==> src/rtl/p_to_s.sv <==
// Parallel-to-serial converter: DATA_W-bit words in on valid/ready, bits out LSB first
// with a last-bit marker. A one-word hold buffer lets consecutive words stream gap-free.
module p_to_s #(
    parameter int DATA_W = 6
) (
    input  logic              clk,
    input  logic              rst_n,
    input  logic              valid_a,
    input  logic [DATA_W-1:0] data_a,
    output logic              ready_a,
    output logic              valid_b,
    output logic              data_b,
    output logic              last_b,
    input  logic              ready_b
);

    localparam int CW = (DATA_W > 1) ? $clog2(DATA_W) : 1;
    localparam logic [CW-1:0] CNT_LAST = CW'(DATA_W - 1);

    typedef enum logic [1:0] {
        EMPTY = 2'd0,
        SHIFT = 2'd1,
        FULL  = 2'd2
    } state_t;

    state_t            state, state_nxt;
    logic [DATA_W-1:0] shifter, shifter_nxt;
    logic [DATA_W-1:0] hold, hold_nxt;
    logic [CW-1:0]     cnt, cnt_nxt;
    logic              accept, xfer, last_xfer;

    assign accept    = valid_a && ready_a;
    assign xfer      = valid_b && ready_b;
    assign last_xfer = xfer && (cnt == CNT_LAST);
    assign data_b    = shifter[0];

    always_comb begin
        state_nxt   = state;
        shifter_nxt = shifter;
        hold_nxt    = hold;
        cnt_nxt     = cnt;
        case (state)
            EMPTY: begin
                if (accept) begin
                    shifter_nxt = data_a;
                    cnt_nxt     = '0;
                    state_nxt   = SHIFT;
                end
            end
            SHIFT: begin
                if (last_xfer) begin
                    cnt_nxt = '0;
                    // A word accepted on the final bit goes straight into the shifter.
                    if (accept) begin
                        shifter_nxt = data_a;
                    end else begin
                        shifter_nxt = shifter >> 1;
                        state_nxt   = EMPTY;
                    end
                end else begin
                    if (xfer) begin
                        shifter_nxt = shifter >> 1;
                        cnt_nxt     = cnt + 1'b1;
                    end
                    if (accept) begin
                        hold_nxt  = data_a;
                        state_nxt = FULL;
                    end
                end
            end
            FULL: begin
                if (last_xfer) begin
                    shifter_nxt = hold;
                    cnt_nxt     = '0;
                    state_nxt   = SHIFT;
                end else if (xfer) begin
                    shifter_nxt = shifter >> 1;
                    cnt_nxt     = cnt + 1'b1;
                end
            end
            default: begin
                state_nxt = EMPTY;
            end
        endcase
    end

    always_ff @(posedge clk or negedge rst_n) begin
        if (!rst_n) begin
            state   <= EMPTY;
            shifter <= '0;
            hold    <= '0;
            cnt     <= '0;
            ready_a <= 1'b0;
            valid_b <= 1'b0;
            last_b  <= 1'b0;
        end else begin
            state   <= state_nxt;
            shifter <= shifter_nxt;
            hold    <= hold_nxt;
            cnt     <= cnt_nxt;
            ready_a <= (state_nxt != FULL);
            valid_b <= (state_nxt != EMPTY);
            last_b  <= (state_nxt != EMPTY) && (cnt_nxt == CNT_LAST);
        end
    end

endmodule

==> config.mk <==
export PLATFORM = sky130hd
export DESIGN_NAME = p_to_s
export DESIGN_NICKNAME = d
export VERILOG_FILES = /design/src/rtl/p_to_s.sv
export SDC_FILE = /design/constraint.sdc
export NUM_CORES = 1
export LEC_CHECK = 0
export CORE_UTILIZATION = 50
export CTS_CLUSTER_SIZE = 30
export DETAILED_ROUTE_END_ITERATION = 12
export MAX_ROUTING_LAYER = met4
export PLACE_DENSITY_LB_ADDON = 0.2
export SYNTH_ARGS = -nofsm -noshare
export SYNTH_HDL_FRONTEND = slang
export SYNTH_SLANG_ARGS = --single-unit
==> constraint.sdc <==
create_clock -name clk -period 1.8 [get_ports clk]
set_input_delay 0.18 -clock clk [delete_from_list [all_inputs] [get_ports clk]]
set_output_delay 0.18 -clock clk [all_outputs]
set_load 0.01 [all_outputs]
# == After elaboration in Yosys (flattened, before gate mapping) ==
# Cells that the tools add are included.
# classes
n_addsub,1
eq_ne,6
n_mux,16
bitwise,1
reduce_logical,10
# op_table
operator,n
$mux W6,5
$pmux W6 S3,1
$mux W2,5
$mux W3,3
$eq A3 B3 Y1 const B,2
$pmux W2 S3,1
$pmux W3 S2,1
$logic_and A1 B1 Y1,4
$ne A2 B2 Y1 const B,2
$add A3 B1 Y3 const B,1
$reduce_and A3 Y1,1
$reduce_bool A3 Y1,1
$eq A2 B1 Y1 const B,1
$eq A2 B2 Y1 const B,1
$logic_not A2 Y1,1
$reduce_and A2 Y1,1
$reduce_bool A2 Y1,1
$reduce_or A2 Y1,1
$not A1 Y1,1
# totals
reg_bits,20
inputBits,10
output_inout_bits,4
word_cells,41

# == Logic depth before layout (Yosys ltp) ==
# Gate-level depths: netlist of run 1.
# logic_depth
word_depth,6
depth_mapped,8

# == Worst setup path before layout of run 1 ==
# OpenSTA, ideal clock, no wires.
# synth_timing
path_kind,reg-to-reg
startpoint,reg state[0]
endpoint,reg last_b
setup_time_ns,0.095
t_arrival_ns,1.659
slack_ns,0.047
stages_incl_launch_ff,7
cell_sequence,dfrtp_1 inv_1 ha_1 buf_2 a221oi_1 o22ai_1 nor4_4
# synth_between
elab_chain_len,5
word_cells_on_any_way,14
classes_between,eq/ne (3); mux (7); reduce/logical (4)
# synth_rtl
item,line,source
start: declaration,26,"state_t state, state_nxt;"
start signal: assignment,97,state <= state_nxt;
$eq A2 B2 Y1 or $eq A2 B1 Y1 (tied branches),42,case (state)
$reduce_or A2 Y1 (no line),-,
$pmux W3 S2 *,42,
net cnt_nxt[1],29,"logic [CW-1:0] cnt, cnt_nxt;"
$eq A3 B3 Y1 *,103,last_b <= (state_nxt != EMPTY) && (cnt_nxt == CNT_LAST);
$logic_and A1 B1 Y1 *,103,
end signal: assignment,103,
end: declaration,13,"output logic last_b,"
# The timed path passes the listed nets; every way through them passes the cells marked *.
# A chain may end at the register's enable or synchronous reset.

# == Worst setup path after layout of run 1 ==
# layout_timing
startpoint,reg cnt[1]
endpoint,reg last_b
# layout_between
elab_chain_len,6
word_cells_on_any_way,13
classes_between,add/sub (1); eq/ne (2); mux (7); reduce/logical (3)
# layout_rtl
item,line,source
start: declaration,29,
start signal: assignment,100,cnt <= cnt_nxt;
$add A3 B1 Y3 or $eq A3 B3 Y1 (tied branches),"63, 78, 34",
$mux W3 or $logic_and A1 B1 Y1 (tied branches),"61, 76, 34",
$mux W3 (tied with other cells),72,if (last_xfer) begin
$pmux W3 S2 or $pmux W2 S3 (tied branches),42,
$eq A3 B3 Y1 or $reduce_bool A2 Y1 (tied branches),103,
$logic_and A1 B1 Y1 *,103,
# Every way passes the cells marked *; elsewhere a longest branch is shown, timed or not.

==> results of run 1 <==
[layout make-up]
class                      instances  share of cell area
inverter                           3            0.007223
tap                               28             0.02247
multi-input combinational        104              0.4751
clock buffer                       4             0.02327
sequential                        20              0.3210
timing repair buffer              27              0.1509
[how the worst max path moves through the flow]
| stage | end | slack [ns] | depth (start not counted) |
|---|---|---|---|
| CTS | last_b | 0.02 | 7 |
| global route | last_b | 0.03 | 7 |
| detailed placement | last_b | -0.07 | 5 |
| global placement | last_b | 0.03 | 6 |
| floorplan | last_b | 0.05 | 6 |
| finish | last_b | 0.11 | 7 |
[sequential cells by signal, indices dropped and copies added, names as in the netlist]
register / flops
shifter: 6
last_b: 1
state: 2
valid_b: 1
cnt: 3
hold: 6
ready_a: 1
[stage by stage]
stage / hold WS (ns) / setup TNS, ns
2_1_floorplan: -0.1156 / 0
3_3_place_gp: 0.4720 / 0
3_5_place_dp: 0.4791 / -0.07616
4_1_cts: 0.1987 / 0
5_1_grt: 0.2288 / 0
6_report: 0.1919 / 0
[cell families (layout without fill, tap and decap cells)]
| kind of cell | count (synthesis) | in the layout |
|---|---|---|
| multiplexers | 8 | 8 |
| AND/OR/NAND/NOR | 46 | 46 |
| adder cells (fa/ha/maj) | 8 | 8 |
| flip-flops | 20 | 20 |
| AO/OA/AOI/OAI | 41 | 41 |
| XOR/XNOR | 1 | 1 |
| buffers and inverters | 12 | 34 |
[worst register-to-register path, delay by kind of cell (launching register included)]
| kind | cells | cell delay (ns) |
|---|---|---|
| AO/OA/AOI/OAI | 1 | 0.15 |
| adder cells (fa/ha/maj) | 2 | 0.56 |
| buffers and inverters | 1 | 0.11 |
| flip-flops | 1 | 0.40 |
| AND/OR/NAND/NOR | 3 | 0.35 |
[per-layer routing]
| layer | wire length [µm] | part of all wire | vias to the layer above |
|---|---|---|---|
| met3 | 236 | 0.079 | 4 |
| met4 | 30 | 0.010 | 0 |
| met1 | 1362 | 0.45 | 546 |
| met2 | 1370 | 0.46 | 51 |
| met5 | 0 | 0 | - |
| li1 | - | - | 539 |
[timing repair]
| action | 4_1_cts | 5_1_grt |
|---|---|---|
| pin swaps | 0 | 0 |
| setup endpoints to repair | 1 | 3 |
| gates resized for setup | 1 | 6 |
| buffers inserted | 0 | 1 |
| gates cloned | 0 | 0 |
[cells in the mapped netlist (all sizes together)]
cell / count / area, µm²
a211oi: 1 / 7.510
mux2i: 2 / 20.02
nor3b: 5 / 37.54
clkbuf: 4 / 15.01
o21a: 5 / 37.54
maj3: 1 / 10.01
ha: 7 / 87.58
o211a: 1 / 10.01
and3: 1 / 6.260
nand2: 22 / 82.58
a22o: 1 / 8.760
buf: 5 / 32.53
o211ai: 1 / 7.510
a21oi: 13 / 65.06
nor3: 1 / 5.000
nor2: 5 / 18.77
a22oi: 1 / 12.51
a221oi: 2 / 17.52
nand3: 5 / 25.02
nand4: 1 / 12.51
o21ai: 4 / 20.01
and4: 1 / 8.760
o22ai: 6 / 37.54
nor4: 1 / 21.27
o31ai: 5 / 37.54
xnor2: 1 / 8.760
a21o: 1 / 7.510
inv: 3 / 11.26
and2: 3 / 21.27
mux2: 6 / 67.56
and4b: 1 / 10.01
dfrtp: 20 / 500.5
[power by group through the flow]
stage	registers [mW]	clock network, mW	logic [mW]
floorplan	0.799	0	0.920
global placement	0.793	0	1.33
detailed placement	0.808	0	1.38
CTS	0.798	0.283	1.41
global route	0.830	0.306	1.59
finish	0.802	0.280	1.46
==> results.py, run 1 <==
metrics = {
    "status": {
        "status": "finished, final reports clean",
    },
    "global_route": {
        "grt_pass1_vias": 1048,
        "track_usage": 0.2569,
        "grtUsageMet3": 0.04058,
        "grt-busiest-layer": "met2",
        "grt_max_degree": 21,
        "use_met2": 0.3840,
        "grt_pass1_wl_um": 4954,
        "grt_overflow": 0,
        "antenna_found_initial": 0,
        "met1_usage": 0.3562,
    },
    "layout": {
        "postLayoutCellArea_um2": 1559,
        "area_delta_synth_final_pct": 22.64,
        "num_antenna_cells": 0,
        "final-seq-area_um2": 500.5,
        "nets": 176,
        "final_util": 0.6786,
        "layout-drive-gt1-share": 0.1772,
        "fillCellCount": 179,
        "final_cell_mix": "nand2_1, dfrtp_1, buf_4",
        "final_common_cell": "nand2_1",
        "multi_input_comb_area_um2": 740.7,
        "instances_no_fill": 186,
    },
    "power": {
        "comb_power_share": 0.575,
        "switchingPower_mw": 1.081,
        "pwr-share-seq": 0.315,
        "clock_power_share": 0.110,
        "p_sw_frac": 0.4251,
        "total_power_mw": 2.543,
        "power_leakage_nw": 0.6528,
        "power.internal_mw": 1.462,
        "power.density_nw_per_um2": 1631,
        "irDropWorstVdd_uv": 1179,
    },
    "drt": {
        "num_vias": 1140,
        "wl_um": 3000,
        "drc_errors": 0,
        "first_pass_iters": 4,
        "ant_nets": 0,
        "first_iter_violations": 50,
        "routedWlPerCell_um": 16.13,
        "vias_per_cell": 6.129,
    },
    "synth": {
        "syn_avg_cell_area_um2": 9.347,
        "synth_nets": 153,
        "ys_types": 37,
        "synthMuxAreaShare": 0.06890,
        "synth_top_family_by_area": "compound AO/OA/AOI/OAI gates",
        "synth-seq-cells": 20,
        "yosys.area_share.simple": 0.1959,
        "synth-xor-area-share": 0.006890,
        "synth_cells": 136,
        "synthAdderAreaFrac": 0.07677,
        "syn_area_um2": 1271,
        "ys_seq_area_frac": 0.3937,
        "synth_warnings": 0,
        "synth-compound-area-share": 0.2116,
    },
    "worst_setup_path": {
        "reg2reg_setup_slack_ns": 0.11,
        "r2r-start": "cnt[1]",
        "r2r_cells": 7,
        "slowest_delay_ns": 0.40,
        "critical_path.top_delay_family": "adder cells",
        "cp-start-kind": "flip-flop",
        "crit_slowest_cell": "dfrtp_1",
        "critical_path.max_fanout": 4,
        "critPathBufInv": 1,
        "cp-end-kind": "flip-flop",
        "required_ns": 2.00,
        "path_class": "reg2reg",
        "arrival_ns": 1.89,
        "startpoint": "cnt[1]",
        "r2r_end": "last_b",
        "crit_chain": "inv_1 > ha_4 > nand4_2 > maj3_1 > a22oi_2 > and2_4 > nor4_4",
    },
    "placed_design": {
        "place_ws_ns": -0.06840,
        "hpwl_um": 2232,
        "placedCellCount": 181,
        "gp_congestion": 0.9052,
        "port_buffers": 13,
        "place_area_um2": 1486,
    },
    "floorplan": {
        "initial_core_util": 0.5534,
        "pin_count": 14,
        "dieArea_um2": 2748,
        "rows": 17,
        "die_h_um": 52.42,
        "core_um2": 2297,
        "fp.dieW_um": 52.42,
    },
    "clocking": {
        "ctsHoldBuffers": 0,
        "tritoncts": "yes",
        "cts_buffer_depth": 2,
        "cts_sinks": 20,
        "path_clk_slew_ns": 0.12,
        "cts-root-buf": "clkbuf_4",
        "cts_buffers": 3,
        "htree_levels": 1,
        "clock_latency_ns": 0.31,
    },
    "sta": {
        "finalCritPeriodShare": 0.9381,
        "slew_headroom": 0.7488,
        "finalSetupViolations": 0,
        "finalMaxSlewViolations": 0,
        "max_freq_mhz": 592.2,
        "period_needed_ns": 1.689,
        "fin_skew_ns": 0.002372,
        "tightest_slew_ns": 0.3768,
        "setup_ws_ns": 0.1115,
        "rsz0062_at_grt": "false",
        "finalHoldViolations": 0,
    },
    "min_path": {
        "hp-class": "in2async",
    },
    "run": {
        "drv_cap": 0,
    },
}
Power figures use the tool's default switching activity.
==> inputs of run 2 (changes only) <==
--- a/config.mk
+++ b/config.mk
@@ -5,6 +5,7 @@
 export SDC_FILE = /design/constraint.sdc
 export NUM_CORES = 1
 export LEC_CHECK = 0
+export CORE_MARGIN = 5
 export CORE_UTILIZATION = 50
 export CTS_CLUSTER_SIZE = 30
 export DETAILED_ROUTE_END_ITERATION = 12
==> run 2 against run 1 <==
Against the previous run: critical path depth did not move; count of clock-buffer cells in the layout unchanged; global-route usage fell by 6.6 points; total power grew 0.90%; register-to-register slack worse by 0.03 ns; flip-flop and latch count stayed put; first-iteration DRC count down 32%; highest routed layer unchanged.
==> results.py, run 2 (synthesis gave the netlist of run 1 again) <==
metrics = {
    "min_path": {
        "hp-class": "in2async",
    },
    "layout": {
        "num_antenna_cells": 0,
        "layout-drive-gt1-share": 0.1698,
        "area_delta_synth_final_pct": 23.72,
        "final_common_cell": "nand2_1",
        "instances_no_fill": 189,
        "nets": 177,
        "final_cell_mix": "nand2_1, dfrtp_1, a21oi_1, clkdlybuf4s50_1, buf_4",
        "final_util": 0.6407,
        "top_regs": "hold x6, shifter x6, cnt x3",
    },
    "global_route": {
        "track_usage": 0.1910,
        "use_met2": 0.2809,
        "grt_pass1_wl_um": 5030,
        "antenna_found_initial": 0,
        "grt-busiest-layer": "met2",
        "grt_overflow": 0,
        "grt_max_degree": 21,
        "grt_pass1_vias": 1102,
        "grtUsageMet3": 0.04043,
        "met1_usage": 0.2533,
    },
    "placed_design": {
        "hpwl_um": 2196,
        "placedCellCount": 183,
        "place_ws_ns": -0.02501,
        "gp_congestion": 0.8716,
        "port_buffers": 13,
    },
    "drt": {
        "num_vias": 1110,
        "ant_nets": 0,
        "wl_um": 2891,
        "routedWlPerCell_um": 15.30,
        "vias_per_cell": 5.873,
        "first_pass_iters": 4,
        "drc_errors": 0,
        "first_iter_violations": 34,
    },
    "clocking": {
        "cts_buffers": 3,
        "tritoncts": "yes",
        "path_clk_slew_ns": 0.12,
        "clock_latency_ns": 0.31,
        "cts_buffer_depth": 2,
        "cts-root-buf": "clkbuf_4",
        "cts_sinks": 20,
        "htree_levels": 1,
    },
    "floorplan": {
        "initial_core_util": 0.5178,
        "fp.dieW_um": 60.42,
        "pin_count": 14,
        "die_h_um": 60.42,
        "dieArea_um2": 3651,
        "core_um2": 2455,
        "rows": 18,
    },
    "sta": {
        "tightest_slew_ns": 0.3481,
        "fin_setup_tns_ns": 0,
        "max_freq_mhz": 581.7,
        "finalCritPeriodShare": 0.9550,
        "fin_skew_ns": 0.007283,
        "setup_ws_ns": 0.08099,
        "rsz0062_at_grt": "true",
        "finalSetupViolations": 0,
        "slew_headroom": 0.7680,
        "finalMaxSlewViolations": 0,
        "period_needed_ns": 1.719,
        "finalHoldViolations": 0,
    },
    "worst_setup_path": {
        "r2r_cells": 7,
        "required_ns": 1.99,
        "cp-start-kind": "flip-flop",
        "path_class": "reg2reg",
        "arrival_ns": 1.91,
        "r2r-start": "cnt[1]",
        "cp-endpoint": "last_b",
        "reg2reg_setup_slack_ns": 0.08,
        "cp-end-kind": "flip-flop",
        "r2r_end": "last_b",
        "startpoint": "cnt[1]",
        "critical_path.max_fanout": 4,
    },
    "power": {
        "power_leakage_nw": 0.6531,
        "power.density_nw_per_um2": 1632,
        "total_power_mw": 2.566,
        "irDropWorstVdd_uv": 1080,
    },
    "status": {
        "status": "finished, final reports clean",
    },
    "run": {
        "drv_cap": 0,
    },
}
run 2: changes by cell type in the layout (fill, tap and decap cells not counted), sizes merged:
cell	delta
buf	+1
run 2: metrics by stage:
| step | hold WS, ns | area (µm²) |
|---|---|---|
| floorplan | -0.1156 | 1271 |
| global placement | 0.4717 | 1489 |
| detailed placement | 0.4775 | 1489 |
| CTS | 0.1913 | 1525 |
| global route | 0.2035 | 1573 |
| finish | 0.1841 | 1573 |
run 2: routing by layer:
layer  vias up  wire length, µm  part of all wire
met3         7              204             0.071
met1       526             1326              0.46
met5         -                0                 0
li1        538                -                 -
met2        39             1305              0.45
met4         0               55             0.019
run 2: layout make-up:
class	count	area [µm²]
multi-input combinational	104	737.0
clock buffer	4	36.28
fill	196	882.1
tap	30	37.54
sequential	20	500.5
timing repair buffer	28	250.2
inverter	3	11.26
run 2: timing repair:
item | CTS | global route
hold buffers | 0 | 0
endpoints found under the setup margin | 0 | 1
resized for setup | 0 | 7
buffers inserted | 0 | 2
run 2: critical path: stages (launching register included):
cell and delay (ns):
dfrtp_1 0.39, inv_1 0.07, ha_1 0.22, nand4_2 0.14
maj3_1 0.39, a22oi_2 0.15, and2_4 0.19, nor4_4 0.04
run 2: report_power, final:
part,internal [mW],switching [mW],leakage [nW]
sequential,0.645,0.154,0.247
combinational,0.727,0.767,0.385
clock,0.124,0.150,0.0210
total,1.50,1.07,0.653
run 2: how the worst min path moves through the flow:
stage	slack, ns	endpoint	cells after the start	start
floorplan	-0.12	cnt[0]	0	rst_n
global placement	0.47	hold[4]	1	hold[4]
detailed placement	0.48	hold[1]	1	hold[1]
CTS	0.19	hold[4]	2	rst_n
global route	0.20	hold[4]	2	rst_n
finish	0.18	hold[4]	2	rst_n
==> inputs of run 3 (changes only) <==
--- a/config.mk
+++ b/config.mk
@@ -11,6 +11,7 @@
 export DETAILED_ROUTE_END_ITERATION = 12
 export MAX_ROUTING_LAYER = met4
 export PLACE_DENSITY_LB_ADDON = 0.2
+export SKIP_LAST_GASP = 1
 export SYNTH_ARGS = -nofsm -noshare
 export SYNTH_HDL_FRONTEND = slang
 export SYNTH_SLANG_ARGS = --single-unit
==> results of run 3 <==
The final DEF is identical to that of run 2; final timing and power are the same.
